===== src/rtl/cn_seq.sv =====
// Channel sequencer: latches N unsigned channels, sorts them with odd-even
// transposition (one pass per cycle), then reduces the sorted set per opcode.
//
// state | meaning
// IDLE  | ready for a request
// SORT  | one odd-even transposition pass per cycle, N passes
// CALC  | reduce sorted channels into out_n/err
// OUT   | present result (one settle cycle, then out_valid until accepted)
module cn_seq #(
  parameter int N  = 6,
  parameter int W  = 4,
  parameter int OW = 2*W+1
) (
  input  logic            clk,
  input  logic            rst,
  input  logic            in_valid,
  output logic            in_ready,
  input  logic [N*W-1:0]  in_data,
  input  logic [4:0]      opcode,
  output logic            out_valid,
  input  logic            out_ready,
  output logic [OW-1:0]   out_n,
  output logic            err
);

  localparam int CW = $clog2(N);

  typedef enum logic [1:0] {IDLE, SORT, CALC, OUT} state_t;

  state_t          state_q, state_d;
  logic [W-1:0]    s_q [N];
  logic [W-1:0]    s_d [N];
  logic [CW-1:0]   pass_q, pass_d;
  logic            dir_q, dir_d;
  logic [2:0]      op_q, op_d;
  logic [OW-1:0]   out_n_q, out_n_d;
  logic            err_q, err_d;
  logic            vld_q, vld_d;

  logic [CW-1:0]   pass_idx;
  logic [63:0]     sum_all, sum_lo, sum_hi, res_full;
  logic            res_err;

  // Pass counter runs down to terminal count; parity of the pass index
  // selects even or odd pairs.
  assign pass_idx = CW'(N-1) - pass_q;

  always_comb begin
    sum_all  = '0;
    sum_lo   = '0;
    sum_hi   = '0;
    res_full = '0;
    res_err  = 1'b0;
    for (int k = 0; k < N; k++) begin
      sum_all = sum_all + 64'(s_q[k]);
      if (k < N/2) sum_lo = sum_lo + 64'(s_q[k]);
      else         sum_hi = sum_hi + 64'(s_q[k]);
    end
    case (op_q)
      3'b000: res_full = sum_all;
      3'b001: res_full = dir_q ? 64'(s_q[0]) - 64'(s_q[N-1])
                               : 64'(s_q[N-1]) - 64'(s_q[0]);
      3'b010: res_full = 64'(s_q[0]) * 64'(s_q[1]);
      3'b011: res_full = 64'(s_q[N/2]);
      3'b100: res_full = sum_lo - sum_hi;
      default: begin
        res_full = '0;
        res_err  = 1'b1;
      end
    endcase
  end

  always_comb begin
    state_d = state_q;
    s_d     = s_q;
    pass_d  = pass_q;
    dir_d   = dir_q;
    op_d    = op_q;
    out_n_d = out_n_q;
    err_d   = err_q;
    vld_d   = vld_q;
    case (state_q)
      IDLE: begin
        if (in_valid) begin
          for (int k = 0; k < N; k++) s_d[k] = in_data[k*W +: W];
          dir_d   = opcode[4];
          op_d    = opcode[2:0];
          pass_d  = CW'(N-1);
          state_d = SORT;
        end
      end
      SORT: begin
        for (int i = 0; i < N-1; i++) begin
          if (i[0] == pass_idx[0]) begin
            if (dir_q ? (s_q[i] < s_q[i+1]) : (s_q[i] > s_q[i+1])) begin
              s_d[i]   = s_q[i+1];
              s_d[i+1] = s_q[i];
            end
          end
        end
        if (pass_q == '0) state_d = CALC;
        else              pass_d  = pass_q - 1'b1;
      end
      CALC: begin
        out_n_d = res_full[OW-1:0];
        err_d   = res_err;
        state_d = OUT;
      end
      OUT: begin
        if (!vld_q) begin
          vld_d = 1'b1;
        end else if (out_ready) begin
          vld_d   = 1'b0;
          state_d = IDLE;
        end
      end
      default: state_d = IDLE;
    endcase
  end

  always_ff @(posedge clk) begin
    if (rst) begin
      state_q <= IDLE;
      for (int k = 0; k < N; k++) s_q[k] <= '0;
      pass_q  <= '0;
      dir_q   <= 1'b0;
      op_q    <= '0;
      out_n_q <= '0;
      err_q   <= 1'b0;
      vld_q   <= 1'b0;
    end else begin
      state_q <= state_d;
      s_q     <= s_d;
      pass_q  <= pass_d;
      dir_q   <= dir_d;
      op_q    <= op_d;
      out_n_q <= out_n_d;
      err_q   <= err_d;
      vld_q   <= vld_d;
    end
  end

  assign in_ready  = (state_q == IDLE);
  assign out_valid = vld_q;
  assign out_n     = out_n_q;
  assign err       = err_q;

endmodule


===== config.mk =====
export PLATFORM = sky130hd
export DESIGN_NAME = cn_seq
export DESIGN_NICKNAME = d
export VERILOG_FILES = /design/src/rtl/cn_seq.sv
export SDC_FILE = /design/constraint.sdc
export NUM_CORES = 1
export LEC_CHECK = 0
export ABC_AREA = 1
export CAP_MARGIN = 40
export CORE_MARGIN = 4
export CORE_UTILIZATION = 40
export CTS_BUF_LIST = sky130_fd_sc_hd__clkbuf_2
export DETAILED_ROUTE_END_ITERATION = 16
export PLACE_DENSITY = 0.67
export SETUP_SLACK_MARGIN = 0.5
export SYNTH_ARGS = -nofsm -noshare
export SYNTH_HDL_FRONTEND = slang
export SYNTH_SLANG_ARGS = --single-unit

===== constraint.sdc =====
create_clock -name clk -period 4.9 [get_ports clk]
set_input_delay 0.735 -clock clk [delete_from_list [all_inputs] [get_ports clk]]
set_output_delay 0.735 -clock clk [all_outputs]
set_load 0.02 [all_outputs]

==> results of run 1 <==
## layout by cell type (no fill, tap or decap), types with 3 or more instances in the layout
cell type        synthesis  final
o21ai_0                 37     37
nand3_4                  4      4
buf_4                    0      5
ha_1                    71     71
nor2_1                  14     14
o21ai_1                  3      3
fa_1                    24     24
nand2_2                  9      9
clkdlybuf4s50_1          0     43
inv_2                    5      5
or2_2                    3      3
nand2_1                200    200
nand4_1                 39     39
xnor2_1                  3      3
nand3_2                  7      7
clkbuf_2                 0      5
a31oi_1                  3      3
dfxtp_1                 44     44
inv_1                  126    126
a21oi_1                 71     71
nand3b_1                 3      3
nand3_1                 47     47
## state kept, by name, summed over array words and instances, names as in the netlist
register,cells
state_q,2
op_q,3
out_n,9
dir_q,1
pass_q,3
s_q,24
out_valid,1
err,1
## cell type report
cell class / instances / area [µm²] / share of cell area
multi-input cells: 557 / 3651 / 0.6343
flip-flops and latches: 44 / 880.8 / 0.1530
inverters: 133 / 501.7 / 0.08717
repair buffers: 48 / 467.9 / 0.08130
well taps: 172 / 215.2 / 0.03739
clock buffers: 5 / 25.02 / 0.004348
clock inverters: 3 / 13.76 / 0.002391
## final timing paths
path / startpoint / cells past startpoint / end / slack [ps]
setup / recovery: s_q[21] / 20 / out_n[5] / 1020
hold reg to reg: out_n[4] / 2 / out_n[4] / 480
setup reg to reg: s_q[21] / 20 / out_n[5] / 1020
hold / removal: out_n[4] / 2 / out_n[4] / 480
## kinds of logic (layout without fill, tap and decap cells)
family	after synthesis	count (layout)	synth area share
AOI/OAI and AO/OA	127	127	0.1350
DFF	44	44	0.1719
xor gates and xnor gates	4	4	0.006837
adders and majority gates	95	95	0.2671
buffers and inverters	153	189	0.1157
and+or+nand+nor	331	331	0.3035
## synthesized netlist by cell type (2+ instances only)
library cell,instances,share of area
a21oi_1,71,0.069
a21oi_2,2,0.0034
a31oi_1,3,0.0037
buf_2,7,0.0068
clkbuf_1,11,0.0081
dfxtp_1,44,0.17
fa_1,24,0.094
ha_1,71,0.17
inv_1,126,0.092
inv_2,5,0.0037
nand2_1,200,0.15
nand2_2,9,0.011
nand3_1,47,0.046
nand3_2,7,0.014
nand3_4,4,0.014
nand3b_1,3,0.0044
nand4_1,39,0.048
nor2_1,14,0.010
nor2_2,2,0.0024
o211ai_1,2,0.0029
o21ai_0,37,0.036
o21ai_1,3,0.0029
o22ai_1,2,0.0024
or2_2,3,0.0037
xnor2_1,3,0.0051
## per-stage QoR
stage / cells / setup WS [ps] / utilization / cell area [µm²]
floorplan: 754 / 1321 / - / 5125
global placement: 954 / 1084 / 0.4549 / 5717
detailed placement: 954 / 1068 / 0.4549 / 5717
CTS: 962 / 1010 / 0.4579 / 5756
global route: 962 / 720.7 / 0.4579 / 5756
finish: 962 / 1021 / 0.4579 / 5756
## metal layers
layer	vias up	track usage	wire, µm
li1	2526	-	-
met1	2153	0.2475	6166
met2	78	0.2838	5705
met3	10	0.02657	508
met4	0	0.03431	131
met5	-	0	0
## tightest hold or removal path, delay by kind of cell, from the launching register on
| family | cells | cell delay (ps) |
|---|---|---|
| AOI/OAI and AO/OA | 1 | 50 |
| DFF | 1 | 360 |
| and+or+nand+nor | 1 | 60 |
==> flow_summary.yaml, run 1 <==
yosys:
  synth-async-reset-ratio: 0
  yosysSeqAreaShare: 0.1719
  synthesis.nets: 882
  syn_area_um2: 5125
  ys_types: 40
  syn_area_per_cell_um2: 6.797
  syn_inst: 754
  synth-main-ff-cell: "dfxtp_1"
  ys_warn_count: 0
  synth-seq-cells: 44
  synth_edf_count: 0
global_route:
  grt_pass1_wl_um: 20950
  grt_max_degree: 31
  grt_usage: 0.1747
  grt_pass1_vias: 4387
  grt_remaining_overflow: 0
  antenna_found_initial: 0
setup_path:
  path_cells: "buf_4 -> inv_1 -> fa_1 -> inv_1 -> ha_1 -> inv_1 -> fa_1 -> xnor2_1 -> inv_1 -> fa_1 -> inv_1 -> ha_1 -> nand2_1 -> nor2_1 -> nand2_1 -> nand4_1 -> nand3_1 -> nand2_1 -> nand2_1 -> a21oi_1"
  crit_arrival_ps: 4260
  critPathMaxFanout: 10
  cp-end-kind: "register"
  cpMaxStageDelayCell: "fa_1"
  startpoint_type: "register"
  crit_required_ps: 5280
  crit_family: "adder cells"
  worstSetupPathType: "register to register"
  path_buf_inv: 6
  cpPeakStageDelay_ps: 490
  path_common_cell: "inv_1"
die:
  die_x_um: 121.2
  start_util: 0.4078
  dieArea_um2: 14690
  die_y_um: 121.2
  rows: 41
  num_io_pins: 45
  design.core.area_um2: 12570
detailed_routing:
  drc: 0
  vias: 4767
  ant_nets: 0
  routed_wl_um: 12510
  wl_per_cell_um: 13.01
  drt_iter0_drc: 253
  viasPerCell: 4.955
  dr.pass1.iters: 4
clocking:
  cts.clk_slew.worst_paths_ps: 260
  cts_sinks: 44
  hold_buffers: 0
  cts_resized: 0
  htree_levels: 2
  cts_buffers: 5
  cts_tree: "yes"
  clockBufferDepth: 2
  worst_skew_pair.late_latency_ps: 460
  root_buffer: "clkbuf_2"
  post-cts-setup-buffers: 0
timing:
  setup-violations-final: 0
  holdWs_ps: 479.2
  post-route-period-util: 0.7916
  worst_pin_slew_ps: 848.3
  fmax_mhz: 257.8
  maxSlewHeadroom: 0.4337
  fin_crit_ps: 3879
  rsz0062_at_grt: "no"
  final.setup.tns_ps: 0
  finalClockSkew_ps: 27.78
  hold_viol_final: 0
  slew_viol_final: 0
flow_run:
  cap_violations: 0
cells_and_area:
  num_antenna_cells: 0
  final_nets: 917
  areaGrowthSynthToFinish_pct: 12.30
  n_fill_cell: 1344
  drive_above_1_share: 0.06203
placement:
  gp_congestion: 0.8724
  io_buffers: 43
  dp_hpwl_um: 9803
min_path:
  min-delay-path-class: "register to register"
status:
  outcome: "finished, final reports clean"
Power of run 1 is left out: the tool's default activity adds up to more than one toggle a clock period on the data nets, which glitch-free logic cannot reach.
==> run 2, diff against run 1 <==
clock period = 3.6 ns   (was 4.9 ns; I/O delays follow)
==> run 2 against run 1 <==
  * Via count increased by 4.4%
  * Count of clock-buffer cells in the layout grew 1
  * First-iteration DRC count is 44% higher
  * Fmax rose by 17%
  * Die area unchanged
  * Non-clock buffer count increased by 24
  * Worst hold slack barely moved
  * Wire length up 8.8%
==> flow_summary.yaml, run 2 (same netlist as run 1, synthesis figures left out) <==
status:
  outcome: "finished, final reports clean"
cells_and_area:
  largest_reg_flops: 24
  top_register: "s_q"
  drive_above_1_share: 0.1402
  layout_commonest_cell: "nand2_1"
  num_antenna_cells: 0
  final_nets: 941
  final_util: 0.4872
  areaGrowthSynthToFinish_pct: 19.48
  layout_common_cells: "nand2_1, inv_1, a21oi_1"
global_route:
  grt_usage: 0.1900
  grt_pass1_vias: 4823
  grt_max_degree: 30
  grt_pass1_wl_um: 22780
  antenna_found_initial: 0
  grt_remaining_overflow: 0
timing:
  rsz0062_at_grt: "yes"
  slew_viol_final: 0
  setup-violations-final: 0
  setup_ws_ps: 275.0
  post-route-period-util: 0.9236
  worst_pin_slew_ps: 836.4
  hold_viol_final: 0
  fmax_mhz: 300.7
  finalClockSkew_ps: 11.74
  final.setup.tns_ps: 0
  maxSlewHeadroom: 0.4418
  fin_crit_ps: 3325
clocking:
  cts_buffers: 5
  htree_levels: 2
  worst_skew_pair.late_latency_ps: 450
  hold_buffers: 0
  cts_sinks: 44
  cts.clk_slew.worst_paths_ps: 250
  cts_tree: "yes"
  clockBufferDepth: 2
  root_buffer: "clkbuf_2"
die:
  rows: 41
  dieArea_um2: 14690
  die_y_um: 121.2
  die_x_um: 121.2
  design.core.area_um2: 12570
  start_util: 0.4078
  num_io_pins: 45
setup_path:
  crit_required_ps: 3970
  startpoint_type: "register"
  cp-end-kind: "register"
  worstSetupPathType: "register to register"
  critPathMaxFanout: 6
  crit_arrival_ps: 3700
  rrSetupSlack_ps: 270
detailed_routing:
  routed_wl_um: 13610
  ant_nets: 0
  viasPerCell: 5.052
  vias: 4976
  dr.pass1.iters: 5
  drt_iter0_drc: 365
  drc: 0
  wl_per_cell_um: 13.82
flow_run:
  cap_violations: 0
placement:
  dp_hpwl_um: 10600
  dp_slack_ps: 181.8
  gp_congestion: 0.8897
  io_buffers: 43
min_path:
  min-delay-path-class: "register to register"
[run 2: changes by cell type in the layout (fill, tap and decap cells not counted), sizes merged]
cell and change:
buf +24, clkbuf +1, clkinv -2
[run 2: worst max-delay path, cell delays in order, from the launching register on]
cell     delay [ps]
dfxtp_2         390
inv_2            50
fa_1            540
inv_2            50
ha_4            150
inv_2            50
fa_2            450
fa_1            520
inv_2            50
ha_4            230
or2_2           300
a31oi_2         190
nand4_1         130
nand2_1          80
a21oi_1          60
[run 2: what timing repair did]
item,in CTS,in global routing
gates cloned,0,0
endpoints found under the setup margin,8,8
buffers inserted,4,2
resized for setup,17,10
pin swaps,18,13
[run 2: routing by layer]
metal  share of wire  up-vias  GRT usage
met5               0        -          0
met4           0.024        0    0.05882
met3           0.040       27    0.02797
met2            0.45      121     0.3130
met1            0.48     2243     0.2575
li1                -     2585          -
[run 2: layout make-up]
class,instances,area (µm²)
clock buffers,6,30.03
clock inverters,1,5.005
fillers,1257,6445
inverters,133,506.7
multi-input cells,557,3832
flip-flops and latches,44,885.9
well taps,172,215.2
repair buffers,72,648.1
[run 2: worst paths after layout]
check,from,end,depth (start not counted)
max,s_q[13],out_n[2],14
min,out_n[1],out_n[1],2
max reg2reg,s_q[13],out_n[2],14
min reg2reg,out_n[1],out_n[1],2
[run 2: through the flow]
stage | cells | instance area (µm²) | hold slack (ps)
finish | 985 | 6123 | 479.1
global route | 985 | 6123 | 500.4
CTS | 983 | 6055 | 481.1
detailed placement | 972 | 5927 | 453.1
global placement | 972 | 5927 | 452.4
floorplan | 754 | 5211 | 437.0
Power of run 2 is left out for the same reason.
